## src/rtl/store_trace_unit.sv

```systemverilog
// Store trace unit: captures every M-stage data-memory store into a FIFO drained over valid/ready,
// and decodes tohost writes into a sticky done/pass/fail_code result.
module store_trace_unit #(
    parameter int unsigned DEPTH       = 8,
    parameter logic [31:0] TOHOST_ADDR = 32'h0000_0064
) (
    input  logic                     clk,
    input  logic                     rst,
    input  logic                     mem_write,
    input  logic [31:0]              data_addr_m,
    input  logic [31:0]              write_data_m,
    output logic                     rd_valid,
    input  logic                     rd_ready,
    output logic [31:0]              rd_addr,
    output logic [31:0]              rd_data,
    output logic [$clog2(DEPTH):0]   count,
    output logic                     overflow,
    output logic [31:0]              write_count,
    output logic                     done,
    output logic                     pass,
    output logic [30:0]              fail_code
);

    localparam int unsigned PTR_W = $clog2(DEPTH);
    localparam int unsigned CNT_W = PTR_W + 1;
    localparam logic [CNT_W-1:0] DEPTH_CNT = CNT_W'(DEPTH);

    typedef enum logic [1:0] {
        ST_RUN  = 2'd0,
        ST_PASS = 2'd1,
        ST_FAIL = 2'd2
    } state_t;

    logic [31:0]      addr_mem_q [DEPTH];
    logic [31:0]      data_mem_q [DEPTH];

    logic [PTR_W-1:0] wr_ptr_q, wr_ptr_d;
    logic [PTR_W-1:0] rd_ptr_q, rd_ptr_d;
    logic [CNT_W-1:0] count_q, count_d;
    logic             overflow_q, overflow_d;
    logic [31:0]      write_count_q, write_count_d;
    state_t           state_q, state_d;
    logic [30:0]      fail_code_q, fail_code_d;

    logic             not_empty;
    logic             push;
    logic             pop;
    logic             tohost_hit;

    // FIFO control: a full FIFO still accepts a store when the head leaves in the same cycle.
    always_comb begin
        not_empty     = (count_q != '0);
        pop           = not_empty && rd_ready;
        push          = mem_write && ((count_q < DEPTH_CNT) || pop);

        wr_ptr_d      = wr_ptr_q;
        rd_ptr_d      = rd_ptr_q;
        count_d       = count_q;
        overflow_d    = overflow_q;
        write_count_d = write_count_q;

        if (push) begin
            wr_ptr_d = wr_ptr_q + PTR_W'(1);
        end
        if (pop) begin
            rd_ptr_d = rd_ptr_q + PTR_W'(1);
        end

        case ({push, pop})
            2'b10:   count_d = count_q + CNT_W'(1);
            2'b01:   count_d = count_q - CNT_W'(1);
            default: count_d = count_q;
        endcase

        if (mem_write && !push) begin
            overflow_d = 1'b1;
        end
        if (mem_write) begin
            write_count_d = write_count_q + 32'd1;
        end
    end

    // Result FSM: only the first odd tohost value is decisive; even values are progress markers.
    always_comb begin
        state_d     = state_q;
        fail_code_d = fail_code_q;
        tohost_hit  = mem_write && (data_addr_m == TOHOST_ADDR);

        case (state_q)
            ST_RUN: begin
                if (tohost_hit && write_data_m[0]) begin
                    if (write_data_m == 32'd1) begin
                        state_d = ST_PASS;
                    end else begin
                        state_d     = ST_FAIL;
                        fail_code_d = write_data_m[31:1];
                    end
                end
            end
            ST_PASS: state_d = ST_PASS;
            ST_FAIL: state_d = ST_FAIL;
            default: state_d = ST_RUN;
        endcase
    end

    always_ff @(posedge clk or posedge rst) begin
        if (rst) begin
            wr_ptr_q      <= '0;
            rd_ptr_q      <= '0;
            count_q       <= '0;
            overflow_q    <= 1'b0;
            write_count_q <= '0;
            state_q       <= ST_RUN;
            fail_code_q   <= '0;
        end else begin
            wr_ptr_q      <= wr_ptr_d;
            rd_ptr_q      <= rd_ptr_d;
            count_q       <= count_d;
            overflow_q    <= overflow_d;
            write_count_q <= write_count_d;
            state_q       <= state_d;
            fail_code_q   <= fail_code_d;
        end
    end

    // Storage is data only; stale contents are never visible because count gates the read port.
    always_ff @(posedge clk) begin
        if (push && !rst) begin
            addr_mem_q[wr_ptr_q] <= data_addr_m;
            data_mem_q[wr_ptr_q] <= write_data_m;
        end
    end

    always_comb begin
        rd_valid    = not_empty;
        rd_addr     = not_empty ? addr_mem_q[rd_ptr_q] : 32'd0;
        rd_data     = not_empty ? data_mem_q[rd_ptr_q] : 32'd0;
        count       = count_q;
        overflow    = overflow_q;
        write_count = write_count_q;
        done        = (state_q != ST_RUN);
        pass        = (state_q == ST_PASS);
        fail_code   = fail_code_q;
    end

endmodule

```

## config.mk

```make
export PLATFORM = sky130hd
export DESIGN_NAME = store_trace_unit
export DESIGN_NICKNAME = d
export VERILOG_FILES = /design/src/rtl/store_trace_unit.sv
export SDC_FILE = /design/constraint.sdc
export NUM_CORES = 1
export LEC_CHECK = 0
export CAP_MARGIN = 20
export CORE_UTILIZATION = 45
export CTS_CLUSTER_DIAMETER = 60
export DETAILED_ROUTE_END_ITERATION = 6
export HOLD_SLACK_MARGIN = 0.1
export PLACE_DENSITY_LB_ADDON = 0.25
export SYNTH_ARGS = -nofsm -noshare
export SYNTH_HDL_FRONTEND = slang
export SYNTH_SLANG_ARGS = --single-unit
```

## constraint.sdc

```tcl
create_clock -name clk -period 7.5 [get_ports clk]
set_input_delay 1.5 -clock clk [delete_from_list [all_inputs] [get_ports clk]]
set_output_delay 1.5 -clock clk [all_outputs]
set_load 0.1 [all_outputs]
```

# == Word level (Yosys, flattened, before mapping) ==
# Memory sizes are Yosys's and may differ from the RTL's.
# Cells that the tools add are included.
# totals
word_cells,45
in_bits,68
ramBits,512
regBits,76
memories,2
# classes
n_mux,8
addsub,5
n_eq_ne,7
n_reduce_logical,14
bitwise_logic,1
magnitude_cmp,1
# mem_list
name,depth,width,read_ports,rd_ports_with_merged_regs,write_ports,line_no,text
addr_mem_q,8,32,1,0,1,34,logic [31:0] addr_mem_q [DEPTH];
data_mem_q,8,32,1,0,1,35,logic [31:0] data_mem_q [DEPTH];
# op_table
op,n
32-bit two-way mux,2
32-bit by 1-bit adder with 32-bit output (second input constant),1
32-bit by 1-bit == test with 1-bit output (second input constant),1
32-bit by 7-bit == test with 1-bit output (second input constant),1
4-bit case mux with 2 select lines,1
3-bit by 1-bit adder with 3-bit output (second input constant),2
1-bit logical AND,6
2-bit case mux with 3 select lines,1
4-bit by 1-bit adder with 4-bit output (second input constant),1
2-bit by 1-bit == test with 1-bit output (second input constant),2
2-bit == test (second input constant),2
4-bit less-than comparator (second input constant),1
2-bit two-way mux,2
2-bit nonzero test,2
4-bit nonzero test,1
4-bit by 1-bit subtractor with 4-bit output (second input constant),1
3-bit AND reduction,1
1-bit logical NOT,2
2-bit logical NOT,1
1-bit two-way mux,2
2-bit inequality test (second input constant),1
1-bit logical OR,1
1-bit inverter,1

# == Depth between registers and ports, before layout ==
# Gate-level depths: netlist of the first run.
# logic_depth
word_depth,7
mapped_depth,11
depth_no_buf,10

# == Worst setup path before layout of the first run ==
# Ideal clock, no wire load.
# synth_timing
kind,input -> register
start,in rd_ready
end,mem addr_mem_q[0][0] (enable)
required_time_ns,6.856
t_arrival_ns,8.181
setup_slack_ns,-1.324
path_stages,4
cell_sequence,nand2b_1 > nand2_1 > or2_2 > nor4_1
# synth_via
elab_chain_cells,6
# synth_rtl
item,line_no,text
"start, declared",13,"input logic rd_ready,"
1-bit logical AND,53,pop = not_empty && rd_ready;
1-bit logical OR,54,push = mem_write && ((count_q < DEPTH_CNT) || pop);
1-bit logical AND,54,
1-bit logical AND,128,if (push && !rst) begin
1-bit two-way mux,128,
1-bit two-way mux (not written as such),129,addr_mem_q[wr_ptr_q] <= data_addr_m;
"end, declared",34,
# No other way between the ends.

# == Worst setup path in the final report of the first run ==
# layout_timing
start,reg rd_ptr_q[0]
end,out rd_data[17]
# layout_via
elab_chain_cells,2
# layout_rtl
item,line_no,text
"start, declared",38,"logic [PTR_W-1:0] rd_ptr_q, rd_ptr_d;"
"start signal, assigned",117,rd_ptr_q <= rd_ptr_d;
memory read 8 x 32 bit,n/a,
32-bit two-way mux,137,rd_data = not_empty ? data_mem_q[rd_ptr_q] : 32'd0;
"end, declared",15,"output logic [31:0] rd_data,"
# No other way between the ends.

==> results of run 1 <==
sequential cells by signal, summed over array words and instances, names as in the netlist:
name         flops
fail_code       31
write_count     32
rd_ptr_q         3
count            4
addr_mem_q     256
wr_ptr_q         3
data_mem_q     256
overflow         1
state_q          2
layer usage:
layer  routed length, um  track usage, %  up-vias
met1               20500            25.4     5859
met3                2220            3.32       68
met2               24500            32.8      234
met4                1010            5.74        0
met5                   0               0        -
li1                    -               -     4904
final cells by class:
class	instances	area (um2)
antenna	1	2.50
clock buffer	85	1650
clock inverter	23	171
fill	3807	22500
inverter	7	27.5
multi-input combinational	454	5440
sequential	588	17300
tap	672	841
timing repair buffer	224	2240
cells in the final DEF, fill, tap and decap left out, types with 7 or more instances in the layout:
cell type,count
xnor2_1,23
clkbuf_8,8
nand3_1,14
clkbuf_1,18
nand2_1,25
dfrtp_1,73
and3_1,7
clkinv_1,7
clkinv_2,11
edfxtp_1,512
clkdlybuf4s50_1,202
xor2_1,16
clkbuf_16,59
buf_4,18
nor4_1,15
mux2_4,30
nand4_1,8
mux2i_1,65
nor2_1,77
mux4_2,128
kinds of logic after synthesis:
logic type | after synthesis | synth area share [%]
adders and majority gates | 6 | 0.328
AOI/OAI and AO/OA | 6 | 0.169
DFF | 588 | 75.4
xor gates and xnor gates | 39 | 1.49
and+or+nand+nor | 175 | 3.77
buffers and inverters | 54 | 1.21
muxes | 228 | 17.6
worst min path at each step:
| stage | start | endpoint | cells past startpoint |
|---|---|---|---|
| 6_report | state_q[0] | state_q[1] | 1 |
| 5_1_grt | state_q[0] | state_q[1] | 1 |
| 2_1_floorplan | state_q[0] | state_q[1] | 1 |
| 3_3_place_gp | state_q[0] | state_q[1] | 1 |
| 3_5_place_dp | state_q[0] | state_q[1] | 1 |
| 4_1_cts | state_q[0] | state_q[1] | 1 |
per-stage QoR:
step	cells	util [%]
after floorplan	1096	-
after global placement	1944	51.5
after detailed placement	1945	51.5
after CTS	2053	55.1
after global routing	2054	55.1
final	2054	55.1
power groups by stage:
stage	clock [W]	sequential, W	combinational (W)
after floorplan	0	0.00417	0.00390
after global placement	0	0.00420	0.00512
after detailed placement	0	0.00417	0.00517
after CTS	0.00285	0.00410	0.00519
after global routing	0.00296	0.00413	0.00533
final	0.00278	0.00409	0.00511
critical path: cells and delay by family (launching register included):
family | cells | cell delay, ns
muxes | 2 | 0.72
buffers and inverters | 2 | 1.58
and+or+nand+nor | 1 | 0.10
DFF | 1 | 0.92
==> summary.md, run 1 <==
| Metric | Value |
|---|---|
| Detail Route Antenna Nets | `0` |
| Post-Place Setup Slack | `2.58 ns` |
| Hold Buf Count CTS | `0` |
| Clk buf depth | `3` |
| PD cells | `433 nW/um2` |
| Post-synth top area cell | `edfxtp_1` |
| Fin crit share | `between 70 and 80%` |
| Post-synth EDFFs | `approximately 510` |
| Run status | `finished, final reports clean` |
| Clock Power Share | `a little under a quarter` |
| Hold Crit Class | `register to register` |
| DR vias/cell | `between 5 and 6` |
| CTS clk-pin slew, worst paths | `approximately 0.060 ns` |
| Final clock skew | `roughly 0.024 ns` |
| Critical Path, Cell by Cell | `buf_4, mux4_2, mux2i_1, nor2_1, clkdlybuf4s50_1` |
| Max VDD drop | `around 0.00048 V` |
| Layout Area Growth over Synthesis | `20.7%` |
| Top_reg_cell synth | `edfxtp_1` |
| Die area | `51800 um2` |
| Post-synth top cells | `512 x edfxtp_1, 128 x mux4_2, 83 x nor2_1` |
| FF-to-FF path depth | `11` |
| Yosys cell types | `37` |
| DIE WIDTH | `228 um` |
| Fin. Hold Viols | `0` |
| Yosys warnings | `0` |
| Final nets | `~1400` |
| Worst Path Max Fanout | `37` |
| DR WL/cell | `23.5 um` |
| WP data required | `6.00 ns` |
| Layout cells sized above 1 | `around a fifth` |
| CP startpoint kind | `register` |
| CTS resizes | `0` |
| Syn Area/Cell | `between 20 and 25 um2` |
| Synth top area cells | `edfxtp_1 67%, mux4_2 13%, dfrtp_1 8.3%` |
| CP max-delay cell | `clkdlybuf4s50_1` |
| Largest net degree at the start of global routing | `66` |
| Seq/Total Area, Yosys | `roughly three quarters` |
| Port buffer count | `202` |
| Number of global-route vias before repair | `11900` |
| Number of max-cap violations | `0` |
| CP arrival | `3.94 ns` |
| Setup_tns | `0 ns` |
| Reg-to-Reg Start | `count[1]` |
| Slew HR | `roughly 28%` |
| Fin worst setup slack | `slightly above 2 ns` |
| RSZ-0062 raised after global routing | `no` |
| Seq cells post-synth | `588` |
| Pwr Total | `about 0.012 W` |
| Crit path to | `rd_data[17]` |
| Placed Area | `~26000 um2` |
| Reg-to-Reg End | `count[2]` |
| Total wire length | `around 48000 um` |
| TritonCTS buffer count | `59` |
| Root buf cell | `clkbuf_16` |
| Sw Ratio | `between 40% and 50%` |
| Sequential share of power | `roughly a third` |
| Synthesized Nets | `around 1200` |
| Initial Util | `45.7%` |
| I/O pins | `roughly 200` |
| Total track usage | `between 10% and 20%` |
| Antenna violations before repair | `1` |
| Int Pwr | `about 0.0069 W` |
| Clk Latency, worst-skew pair | `just over 0.6 ns` |
| DR iter-0 viols | `around 670` |
| Crit. Startpoint | `rd_ptr_q[0]` |
| Logic pwr share | `42.6%` |
| Most common cell in the synthesized netlist | `edfxtp_1` |
| NetSw | `between 0.005 and 0.006 W` |
| Via Count | `around 11000` |
| GRT overflow | `0` |
| Period minus WS final | `5.44 ns` |
| Finish-stage setup viols | `0` |
| DRC errors left | `0` |
| CP peak stage delay | `1.05 ns` |
| Worst slew pin tran | `1.08 ns` |
| Synth top area share | `67.1%` |
| First-pass GRT wire length | `72900 um` |
| Asr flop ratio synth | `12.9%` |
| Die Y | `between 200 and 250 um` |
| Post-CTS Setup Bufs | `0` |
| Worst setup path class | `register to output port` |
| Clock Sinks | `588` |
| Pleak | `9.49 nW` |
| Final Instance Area | `roughly 28000 um2` |
| CTS tree | `yes` |
| FMAX | `184 MHz` |
| Post-Syn Instances | `around 1100` |
| R2R setup slack | `4.31 ns` |
| Placeable Area | `50200 um2` |
| GPL Wtd Cong | `0.756` |
| Worst hold margin | `approximately 0.44 ns` |
| Crit. End Element | `output port` |
| Slew Limit Fails | `0` |
| Area of the mapped netlist | `between 20000 and 25000 um2` |
| Initial DRT Pass Iterations | `5` |
| Rows | `82` |
| DP Wirelength | `27100 um` |
| CTS H-Tree Depth | `2` |
Note: power is estimated with default switching activity, not from simulation.
==> inputs of run 2 (changes only) <==
==> constraint.sdc (replaced) <==
create_clock -name clk -period 5.1 [get_ports clk]
set_input_delay 1.02 -clock clk [delete_from_list [all_inputs] [get_ports clk]]
set_output_delay 1.02 -clock clk [all_outputs]
set_load 0.1 [all_outputs]
==> run 2 against run 1 <==
Net effect: combinational power up 46%; utilization down 0.12 points; sequential share of layout area up 0.13 points; non-clock buffer count up 8; cell area down 0.21%; sequential cell count unchanged; total power up 47%; critical path depth down 1; final cell count up 0.49%; via count up 1.3%; register-to-register slack worse by 2.1 ns; clock skew up 0.0070 ns; largest power group unchanged.
==> summary.md, run 2 (synthesis gave the netlist of run 1 again) <==
| Metric | Value |
|---|---|
| Run status | `finished, final reports clean (unchanged)` |
| Number of max-cap violations | `0 (unchanged)` |
| Fin. Hold Viols | `0 (unchanged)` |
| Worst slew pin tran | `1.09 ns (was 1.08 ns)` |
| Worst setup path class | `register to output port (unchanged)` |
| Layout cells sized above 1 | `26.0% (was 21.0%)` |
| DR WL/cell | `23.7 um (was 23.5 um)` |
| Crit. Startpoint | `rd_ptr_q[0] (unchanged)` |
| First-pass GRT wire length | `73600 um (was 72900 um)` |
| CTS resizes | `0 (unchanged)` |
| Fin util | `55.0% (was 55.1%)` |
| DRC errors left | `0 (unchanged)` |
| Total wire length | `49000 um (was 48300 um)` |
| Crit. End Element | `output port (unchanged)` |
| Rows | `82 (unchanged)` |
| FMAX | `around 230 MHz` |
| DR iter-0 viols | `725 (was 672)` |
| Top delay family on crit path | `buffers and inverters (unchanged)` |
| TritonCTS buffer count | `60 (was 59)` |
| Post-CTS Setup Bufs | `0 (unchanged)` |
| GRT overflow | `0 (unchanged)` |
| PD cells | `638 nW/um2 (was 433 nW/um2)` |
| Setup_tns | `0 ns (unchanged)` |
| Largest net degree at the start of global routing | `59 (was 66)` |
| Layout Area Growth over Synthesis | `20.5% (was 20.7%)` |
| DIE WIDTH | `228 um (unchanged)` |
| Clk Latency, worst-skew pair | `0.62 ns (was 0.61 ns)` |
| Pleak | `9.60 nW (was 9.49 nW)` |
| GPL Wtd Cong | `0.738 (was 0.756)` |
| Detail Route Antenna Nets | `0 (unchanged)` |
| CP arrival | `3.31 ns (was 3.94 ns)` |
| Beginning of the worst hold path | `state_q[1] (was state_q[0])` |
| Buffer and inverter count on the worst path | `1 (was 2)` |
| DR vias/cell | `5.43 (was 5.39)` |
| I/O pins | `203 (unchanged)` |
| Worst Path Max Fanout | `31 (was 37)` |
| Period minus WS final | `approximately 4.3 ns` |
| CTS H-Tree Depth | `2 (unchanged)` |
| Slew HR | `27.1% (was 27.7%)` |
| Finish-stage setup viols | `0 (unchanged)` |
| Antenna violations before repair | `1 (unchanged)` |
| DP Wirelength | `27900 um (was 27100 um)` |
| Hold Buf Count CTS | `0 (unchanged)` |
| Commonest non-fill, non-tap cells in the layout | `512 x edfxtp_1, 147 x clkdlybuf4s50_1, 128 x mux4_2 (was 512 x edfxtp_1, 202 x clkdlybuf4s50_1, 128 x mux4_2)` |
| Initial DRT Pass Iterations | `4 (was 5)` |
| Root buf cell | `clkbuf_16 (unchanged)` |
| Fin crit share | `84.8%` |
| Post-Place Setup Slack | `0.896 ns (was 2.58 ns)` |
| Clock Sinks | `588 (unchanged)` |
| Max VDD drop | `0.000551 V (was 0.000476 V)` |
| CP peak stage delay | `1.00 ns (was 1.05 ns)` |
| Initial Util | `45.7% (unchanged)` |
| CTS tree | `yes (unchanged)` |
| CTS clk-pin slew, worst paths | `0.06 ns (about the same)` |
| Clk buf depth | `3 (unchanged)` |
| Commonest non-fill, non-tap cell in the layout | `edfxtp_1 (unchanged)` |
| WP data required | `4.08 ns (was 6.00 ns)` |
| Final clock skew | `0.0312 ns (was 0.0242 ns)` |
| Reg-to-Reg Start | `count[1] (unchanged)` |
| RSZ-0062 raised after global routing | `no (unchanged)` |
| Critical Path, Cell by Cell | `mux4_2, mux2i_1, nor2_1, clkdlybuf4s50_1 (was buf_4, mux4_2, mux2i_1, nor2_1, clkdlybuf4s50_1)` |
| Final nets | `1417 (was 1408)` |
| Slew Limit Fails | `0 (unchanged)` |
| Die area | `51800 um2 (unchanged)` |
| Die Y | `228 um (unchanged)` |
| CP max-delay cell | `clkdlybuf4s50_1 (unchanged)` |
| Placeable Area | `50200 um2 (unchanged)` |
| Total track usage | `19.5% (was 19.2%)` |
| Via Count | `11200 (was 11100)` |
| Fin worst setup slack | `0.775 ns (was 2.06 ns)` |
| Number of global-route vias before repair | `11800 (was 11900)` |
| Hold Crit Class | `register to register (unchanged)` |
| CP startpoint kind | `register (unchanged)` |
| Port buffer count | `202 (unchanged)` |
## run 2: power breakdown
group	leakage (nW)	internal, W	switching [W]
Sequential	5.63	0.00559	0.000364
Clock	0.922	0.00239	0.00178
Combinational	3.05	0.00211	0.00537
## run 2: metal layers
metal | vias to the layer above | GRT usage [%] | wire length [um]
li1 | 4925 | - | -
met1 | 5967 | 26.7 | 21300
met2 | 249 | 32.5 | 24700
met3 | 72 | 2.93 | 2090
met4 | 0 | 5.63 | 879
met5 | - | 0 | 0
## run 2: worst register-to-register path: stages (launching register included)
cell and delay (ns):
dfrtp_1 0.46, nor4_2 0.35, buf_4 0.43, inv_1 0.11, and2_1 0.26, ha_1 0.27, xor2_1 0.16, ha_1 0.19
a21oi_1 0.15, xnor2_1 0.14, nor2_1 0.07, xor2_1 0.13
## run 2: worst paths after layout
check	slack [ns]	cells past startpoint	end
worst min-delay path	0.45	1	state_q[0]
worst max register to register	2.23	11	count[2]
min in group asynchronous	0.96	2	rd_ptr_q[1]
worst max-delay path	0.77	4	rd_data[4]
max in group asynchronous	3.01	3	fail_code[15]
worst min register to register	0.45	1	state_q[0]
## run 2: stage by stage
step	total power, W	std cells	hold slack (ns)	area [um2]
final	0.0176	2064	0.455	27600
after global routing	0.0183	2064	0.481	27600
after CTS	0.0178	2063	0.448	27600
after detailed placement	0.0136	1953	0.440	25700
after global placement	0.0136	1953	0.436	25700
after floorplan	0.0119	1096	0.417	22900
## run 2: final cells by class
type | count | area [um2]
clock buffer | 75 | 1580
timing repair buffer | 232 | 2120
inverter | 7 | 27.5
antenna | 1 | 2.50
sequential | 588 | 17300
fill | 3818 | 22600
clock inverter | 35 | 304
tap | 672 | 841
multi-input combinational | 454 | 5440
